`src/rtl/eth_tx_arb_pkg.sv`:
```
`default_nettype none
// ============================================================================
// Module   : eth_tx_arb_pkg
// Purpose  : Shared types, grant encodings and the packet-level selection
//            function for the Ethernet TX arbiter.
// Revision : 1.0 - initial release
// ============================================================================
package eth_tx_arb_pkg;

  // Arbiter phases: waiting for a decision, forwarding a packet, gap idle
  typedef enum logic [1:0] {
    IDLE = 2'd0,
    XFER = 2'd1,
    GAP  = 2'd2
  } arb_state_t;

  // One-hot owner encoding driven on the grant output
  localparam logic [1:0] GNT_NONE = 2'b00;
  localparam logic [1:0] GNT_ROCE = 2'b01;
  localparam logic [1:0] GNT_CM   = 2'b10;

  // Picks the next owner from the valid pair. rr_cm set means req 1 is the
  // favoured side in round-robin mode. In strict mode req 1 wins until it has
  // taken max_burst grants in a row while req 0 was also asking.
  function automatic logic [1:0] arb_select(
    input logic       v0,
    input logic       v1,
    input logic       rr_cm,
    input logic       strict,
    input logic [7:0] burst,
    input logic [7:0] max_burst
  );
    logic [1:0] g;
    g = GNT_NONE;
    if (v0 && v1) begin
      if (strict) g = (burst == max_burst) ? GNT_ROCE : GNT_CM;
      else        g = rr_cm ? GNT_CM : GNT_ROCE;
    end else if (v0) begin
      g = GNT_ROCE;
    end else if (v1) begin
      g = GNT_CM;
    end
    return g;
  endfunction

endpackage
`default_nettype wire

```
`src/rtl/eth_tx_arbiter.sv`:
```
`default_nettype none
// ============================================================================
// Module   : eth_tx_arbiter
// Purpose  : Packet-level arbiter sharing one CMAC TX AXI-Stream between the
//            RoCE stream (req 0) and the CM reply stream (req 1). Never
//            interleaves packets, honours PFC pause at packet boundaries and
//            inserts a programmable inter-packet gap.
// Options  : ETH_TX_ARB_STAT_EN adds packet and pause-cycle statistics.
// Revision : 1.0 - initial release
// ============================================================================
module eth_tx_arbiter
  import eth_tx_arb_pkg::*;
#(
  parameter int C_AXIS_DATA_WIDTH = 512,
  parameter int CM_MAX_BURST      = 4
) (
  input  logic                           clk,
  input  logic                           rstn,
  input  logic [C_AXIS_DATA_WIDTH-1:0]   s0_axis_tdata,
  input  logic [C_AXIS_DATA_WIDTH/8-1:0] s0_axis_tkeep,
  input  logic                           s0_axis_tvalid,
  input  logic                           s0_axis_tlast,
  output logic                           s0_axis_tready,
  input  logic [C_AXIS_DATA_WIDTH-1:0]   s1_axis_tdata,
  input  logic [C_AXIS_DATA_WIDTH/8-1:0] s1_axis_tkeep,
  input  logic                           s1_axis_tvalid,
  input  logic                           s1_axis_tlast,
  output logic                           s1_axis_tready,
  output logic [C_AXIS_DATA_WIDTH-1:0]   m_axis_tdata,
  output logic [C_AXIS_DATA_WIDTH/8-1:0] m_axis_tkeep,
  output logic                           m_axis_tvalid,
  output logic                           m_axis_tlast,
  input  logic                           m_axis_tready,
  input  logic [7:0]                     stat_rx_pause_req,
  input  logic [7:0]                     cfg_pause_mask,
  input  logic                           cfg_cm_strict,
  input  logic [15:0]                    cfg_gap_cycles,
  output logic [1:0]                     grant,
  output logic                           tx_busy
`ifdef ETH_TX_ARB_STAT_EN
  ,
  output logic [31:0]                    stat_pkt_cnt0,
  output logic [31:0]                    stat_pkt_cnt1,
  output logic [31:0]                    stat_pause_cycles
`endif
);

  localparam logic [7:0] BURST_MAX = 8'(CM_MAX_BURST);

  arb_state_t  state_q, state_d;
  logic [1:0]  grant_q, grant_d;
  logic        rr_cm_q, rr_cm_d;   // 1: req 1 favoured on the next tie
  logic [7:0]  burst_q, burst_d;   // consecutive req-1 grants, saturating
  logic [15:0] gap_q,   gap_d;

  logic        paused;
  logic [1:0]  sel;
  logic        last_hs;

  assign paused  = |(stat_rx_pause_req & cfg_pause_mask);
  assign sel     = arb_select(s0_axis_tvalid, s1_axis_tvalid, rr_cm_q,
                              cfg_cm_strict, burst_q, BURST_MAX);
  assign last_hs = m_axis_tvalid & m_axis_tready & m_axis_tlast;

  assign grant   = grant_q;
  assign tx_busy = (state_q == XFER) || (state_q == GAP);

  // Zero-latency pass-through of the owning stream; everything idles otherwise
  always_comb begin
    m_axis_tdata   = '0;
    m_axis_tkeep   = '0;
    m_axis_tvalid  = 1'b0;
    m_axis_tlast   = 1'b0;
    s0_axis_tready = 1'b0;
    s1_axis_tready = 1'b0;
    if (state_q == XFER) begin
      if (grant_q == GNT_ROCE) begin
        m_axis_tdata   = s0_axis_tdata;
        m_axis_tkeep   = s0_axis_tkeep;
        m_axis_tvalid  = s0_axis_tvalid;
        m_axis_tlast   = s0_axis_tlast;
        s0_axis_tready = m_axis_tready;
      end else if (grant_q == GNT_CM) begin
        m_axis_tdata   = s1_axis_tdata;
        m_axis_tkeep   = s1_axis_tkeep;
        m_axis_tvalid  = s1_axis_tvalid;
        m_axis_tlast   = s1_axis_tlast;
        s1_axis_tready = m_axis_tready;
      end
    end
  end

  // Next-state: grant decision in IDLE, packet end in XFER, gap countdown
  always_comb begin
    state_d = state_q;
    grant_d = grant_q;
    rr_cm_d = rr_cm_q;
    burst_d = burst_q;
    gap_d   = gap_q;
    case (state_q)
      IDLE: begin
        if (!paused && (sel != GNT_NONE)) begin
          state_d = XFER;
          grant_d = sel;
          rr_cm_d = (sel == GNT_ROCE);
          if (sel == GNT_ROCE)          burst_d = 8'd0;
          else if (burst_q < BURST_MAX) burst_d = burst_q + 8'd1;
        end
      end
      XFER: begin
        if (last_hs) begin
          grant_d = GNT_NONE;
          if (cfg_gap_cycles == 16'd0) begin
            state_d = IDLE;
          end else begin
            state_d = GAP;
            gap_d   = cfg_gap_cycles;
          end
        end
      end
      GAP: begin
        // Leave on the cycle the counter shows 1 so exactly cfg_gap_cycles
        // cycles are spent here
        if (gap_q <= 16'd1) begin
          state_d = IDLE;
          gap_d   = 16'd0;
        end else begin
          gap_d   = gap_q - 16'd1;
        end
      end
      default: begin
        state_d = IDLE;
        grant_d = GNT_NONE;
      end
    endcase
  end

  // State and arbitration bookkeeping registers
  always_ff @(posedge clk or negedge rstn) begin
    if (!rstn) begin
      state_q <= IDLE;
      grant_q <= GNT_NONE;
      rr_cm_q <= 1'b0;
      burst_q <= 8'd0;
      gap_q   <= 16'd0;
    end else begin
      state_q <= state_d;
      grant_q <= grant_d;
      rr_cm_q <= rr_cm_d;
      burst_q <= burst_d;
      gap_q   <= gap_d;
    end
  end

`ifdef ETH_TX_ARB_STAT_EN
  logic [31:0] pkt_cnt0_q, pkt_cnt1_q, pause_cyc_q;

  // Free-running statistics, wrapping modulo 2^32
  always_ff @(posedge clk or negedge rstn) begin
    if (!rstn) begin
      pkt_cnt0_q  <= 32'd0;
      pkt_cnt1_q  <= 32'd0;
      pause_cyc_q <= 32'd0;
    end else begin
      if (state_q == XFER && last_hs && grant_q == GNT_ROCE)
        pkt_cnt0_q <= pkt_cnt0_q + 32'd1;
      if (state_q == XFER && last_hs && grant_q == GNT_CM)
        pkt_cnt1_q <= pkt_cnt1_q + 32'd1;
      if (state_q == IDLE && paused && (s0_axis_tvalid || s1_axis_tvalid))
        pause_cyc_q <= pause_cyc_q + 32'd1;
    end
  end

  assign stat_pkt_cnt0     = pkt_cnt0_q;
  assign stat_pkt_cnt1     = pkt_cnt1_q;
  assign stat_pause_cycles = pause_cyc_q;
`else
  // Statistics counters are not built in this configuration
`endif

endmodule
`default_nettype wire

```
`config.mk`:
```
export PLATFORM = sky130hd
export DESIGN_NAME = eth_tx_arbiter
export DESIGN_NICKNAME = d
export VERILOG_FILES = /design/src/rtl/eth_tx_arb_pkg.sv /design/src/rtl/eth_tx_arbiter.sv
export SDC_FILE = /design/constraint.sdc
export NUM_CORES = 1
export LEC_CHECK = 0
export BUFFER_PORTS_ARGS = -buffer_cell sky130_fd_sc_hd__clkbuf_2
export CORE_AREA = 2 2 683 685
export CTS_CLUSTER_DIAMETER = 50
export DETAILED_ROUTE_END_ITERATION = 8
export DIE_AREA = 0 0 685 687
export PLACE_DENSITY = 0.3
export SYNTH_ARGS = -nofsm -noshare
export SYNTH_HDL_FRONTEND = slang
export SYNTH_SLANG_ARGS = --single-unit
```
`constraint.sdc`:
```
create_clock -name clk -period 2.3 [get_ports clk]
set_clock_uncertainty 0.1 [all_clocks]
set_input_delay 0.345 -clock clk [delete_from_list [all_inputs] [get_ports clk]]
set_output_delay 0.345 -clock clk [all_outputs]
set_load 0.05 [all_outputs]
```
==> impl_summary.txt <==
----------------------------------------------------
[Power and ir drop]
  Maximum vdd ir drop ... 0.239 mV
  Leakage power figure ... about 14 nW
  Total power per unit cell area ... approximately 76 mW/mm²

[Worst hold path]
  Type of the worst min-delay path ... input port to register

[Placed design]
  Port buffer count ... approximately 1800
  Total placed cells including tap cells ... 9563
  Detailed placer's ending HPWL ... about 360000 µm
  Global placer's final weighted congestion ... 1.09
  Post-place instance area ... ~0.040 mm²

[Die]
  Die width ... approximately 700 µm
  Starting density of the core ... 2.28%
  Count of standard-cell rows ... 250
  Count of pins on the block boundary ... between 1500 and 2000
  Floorplan core area ... ~0.46 mm²
  Height of the die ... 687 µm
  Floorplan die area ... roughly 0.47 mm²

[Synthesis]
  Synth unique cells ... 46
  Primary flip-flop cell chosen by synthesis mapping ... sky130_fd_sc_hd__dfrtp_1
  Share of flip-flops with an asynchronous set or reset after synthesis ... 100%
  Number of synthesized flops with an enable pin ... 0
  Part of the Yosys area used for sequential elements ... roughly 7%
  Syn nets ... between 2000 and 3000
  Netlist area before placement ... around 0.011 mm²
  Synthesized instance count ... about 1600
  Average instance area after synthesis ... between 6 and 7 µm²
  Number of flip-flops and latches in the synthesized netlist ... 29
  Warning count from the yosys run ... 0

[STA]
  Final critical path time including I/O delays and setup ... 2.73 ns
  Worst relative slew slack ... 65.7%
  Final Max Tran Viols ... 0
  Hold Violations, Final ... 0
  Achievable frequency ... 0.367 GHz
  Count of final setup violators ... 580
  Fin crit share ... 119%
  Worst setup slack after layout ... -0.428 ns
  Unrepaired setup endpoints after global routing ... yes
  Actual slew at the worst max-slew pin ... roughly 0.5 ns

[Finish]
  Top library cells by usage in the layout, fill and taps aside ... 1215 x sky130_fd_sc_hd__clkbuf_2, 520 x sky130_fd_sc_hd__buf_12, 489 x sky130_fd_sc_hd__nor2b_4
  Register area ... 728 µm²
  Fraction of final layout cells with drive strength greater than 1 ... between 80% and 90%
  Most common library cell in the layout ignoring fill and taps ... sky130_fd_sc_hd__clkbuf_2
  Number of cells in the finished layout apart from fillers ... about 9800
  Area added between synthesis and finish ... 330%
  Fill cell instance count of the final layout ... 53700
  Fin area ... ~0.045 mm²
  Area taken by multi-input logic gates ... 0.0147 mm²
  Final net count ... between 4000 and 5000

[Worst setup path]
  Data arrival, critical path ... between 2 and 2.5 ns
  Maximum net fanout on the critical path ... 8
  Type of the worst setup path ... register to output port
  Element type at the critical path end ... output port
  Setup crit start kind ... register
  Worst EP required ... between 1.5 and 2 ns

[Drt]
  # DRC ... 0
  DRT antenna net count ... 0
  1st-pass router iterations ... 7
  Routed WL per cell ... approximately 40 µm
  Total number of vias ... between 20000 and 25000
  1st-iter DRT viols ... roughly 1800
  Post-detailed-routing wire length ... around 390000 µm
  Drt via density ... ~2.5

[Global routing]
  Vias in the first global route ... ~23000
  Largest net degree at the start of global routing ... 39
  Overall global routing resource usage ... between 10% and 20%
  Remaining global-route overflow ... 0
  Wire length of the first global-routing pass ... roughly 440000 µm
  Initial antenna violation count ... 512

[Clock tree]
  Number of CTS-inserted buffers ... 5
  Clock root buffer master ... sky130_fd_sc_hd__clkbuf_16
  CTS sink cnt ... 29
  Number of H-tree branching levels ... 2
  Clock transition at the registers of the reported paths ... 0.06 ns
  Clock latency on the worst-skew pair ... approximately 0.29 ns
  Maximum clock insertion buffer count ... 2
  TritonCTS clock tree ... done

[Outcome]
  Outcome ... finished with violations
  Violated checks ... negative setup slack

[Flow run]
  Number of max-cap violations ... 0

----------------------------------------------------
-- flip-flops by register name (all words and copies together), names as in the netlist --
| name | flops |
|---|---|
| state_q | 2 |
| burst_q | 8 |
| grant | 2 |
| rr_cm_q | 1 |
| gap_q | 16 |
-- repair_timing --
action | CTS | global route
resized for setup | 441 | 450
pin swaps | 107 | 127
endpoints found under the setup margin | 580 | 590
hold buffers | 1 | 0
cloned | 25 | 24
endpoints found under the hold margin | 13 | 0
buffers inserted | 42 | 29
-- metrics by stage --
stage	TNS (ns)	utilization (%)	power [mW]	setup slack, ns	hold slack [ns]
2_1_floorplan	-44.76	-	0.709	-0.239	-0.0506
3_3_place_gp	-23.84	8.56	2.39	-0.312	0.233
3_5_place_dp	-26.42	8.56	2.38	-0.318	0.229
4_1_cts	-186.50	9.27	3.41	-0.450	0.302
5_1_grt	-199.63	9.76	3.58	-0.479	0.336
6_report	-157.87	9.80	3.44	-0.428	0.303
-- layer usage --
layer / vias to the layer above / GRT usage [%] / wire length (µm)
li1: 9891 / - / -
met1: 11600 / 16.1 / 133000
met2: 2021 / 26.1 / 180000
met3: 926 / 10.9 / 62200
met4: 282 / 3.33 / 12400
met5: - / 0 / 1930
-- report_power, final --
part           switching, mW  total, mW  leakage, nW  internal (mW)
registers           0.000453      0.511        0.355          0.511
clock network          0.283      0.826       0.0849          0.542
logic                   1.17       2.10         13.2          0.931
total                   1.45       3.44         13.6           1.98
-- worst paths after layout --
kind                                   startpoint           endpoint  slack, ns  cells past startpoint
worst max-delay path                     grant[1]  m_axis_tdata[356]      -0.43                     10
worst min-delay path            cfg_gap_cycles[1]           gap_q[1]       0.30                      3
worst max register to register           gap_q[0]          gap_q[15]       0.05                      8
worst min register to register            rr_cm_q            rr_cm_q       0.39                      1
max in group asynchronous                    rstn         burst_q[3]       1.06                      3
min in group asynchronous                    rstn          gap_q[15]       0.50                      2
-- synth_stat cells, types with 4 or more instances --
| cell type | n | area [µm²] |
|---|---|---|
| sky130_fd_sc_hd__a21oi_1 | 8 | 40.0 |
| sky130_fd_sc_hd__a22o_1 | 7 | 61.3 |
| sky130_fd_sc_hd__a22oi_1 | 583 | 4380 |
| sky130_fd_sc_hd__a2bb2oi_1 | 4 | 35.0 |
| sky130_fd_sc_hd__buf_1 | 6 | 22.5 |
| sky130_fd_sc_hd__clkbuf_1 | 189 | 709 |
| sky130_fd_sc_hd__dfrtp_1 | 29 | 726 |
| sky130_fd_sc_hd__ha_1 | 7 | 87.6 |
| sky130_fd_sc_hd__inv_1 | 17 | 63.8 |
| sky130_fd_sc_hd__nand2_1 | 11 | 41.3 |
| sky130_fd_sc_hd__nand3_1 | 6 | 30.0 |
| sky130_fd_sc_hd__nand4_1 | 6 | 37.5 |
| sky130_fd_sc_hd__nor2_1 | 12 | 45.0 |
| sky130_fd_sc_hd__nor2b_1 | 586 | 3670 |
| sky130_fd_sc_hd__nor3_1 | 8 | 40.0 |
| sky130_fd_sc_hd__nor4_1 | 6 | 37.5 |
| sky130_fd_sc_hd__o21ai_0 | 18 | 90.1 |
| sky130_fd_sc_hd__o2bb2ai_1 | 7 | 61.3 |
| sky130_fd_sc_hd__o32ai_1 | 4 | 35.0 |
| sky130_fd_sc_hd__or4_1 | 4 | 30.0 |
-- cell type report --
cell class              count  share of cell area [%]
clock inverters             1                  0.0662
inverters                  17                   0.141
multi-input cells        1308                    32.5
repair buffers           2133                    47.7
well taps                6174                    17.0
flip-flops and latches     29                    1.61
clock buffers               7                   0.315
diodes                    119                   0.657
-- critical path, stage by stage, from the launching register on --
cell and delay (ns):
sky130_fd_sc_hd__dfrtp_2 0.43, sky130_fd_sc_hd__nor2b_4 0.15, sky130_fd_sc_hd__buf_12 0.16, sky130_fd_sc_hd__buf_12 0.14, sky130_fd_sc_hd__buf_12 0.14, sky130_fd_sc_hd__buf_12 0.14, sky130_fd_sc_hd__buf_16 0.14, sky130_fd_sc_hd__a22oi_2 0.28
sky130_fd_sc_hd__buf_6 0.17, sky130_fd_sc_hd__nor2b_4 0.05, sky130_fd_sc_hd__buf_12 0.14
-- cell families (layout without fill, tap and decap cells) --
group / after synthesis / after routing / share of synthesized area [%]
flip-flops: 29 / 29 / 6.89
buffers and inverters: 217 / 2158 / 7.87
AND/OR/NAND/NOR: 653 / 653 / 38.4
other: 0 / 119 / 0
multiplexers: 2 / 2 / 0.190
AO/OA/AOI/OAI: 646 / 646 / 45.8
adder cells (fa/ha/maj): 7 / 7 / 0.831
(Power assumes the default switching activity.)
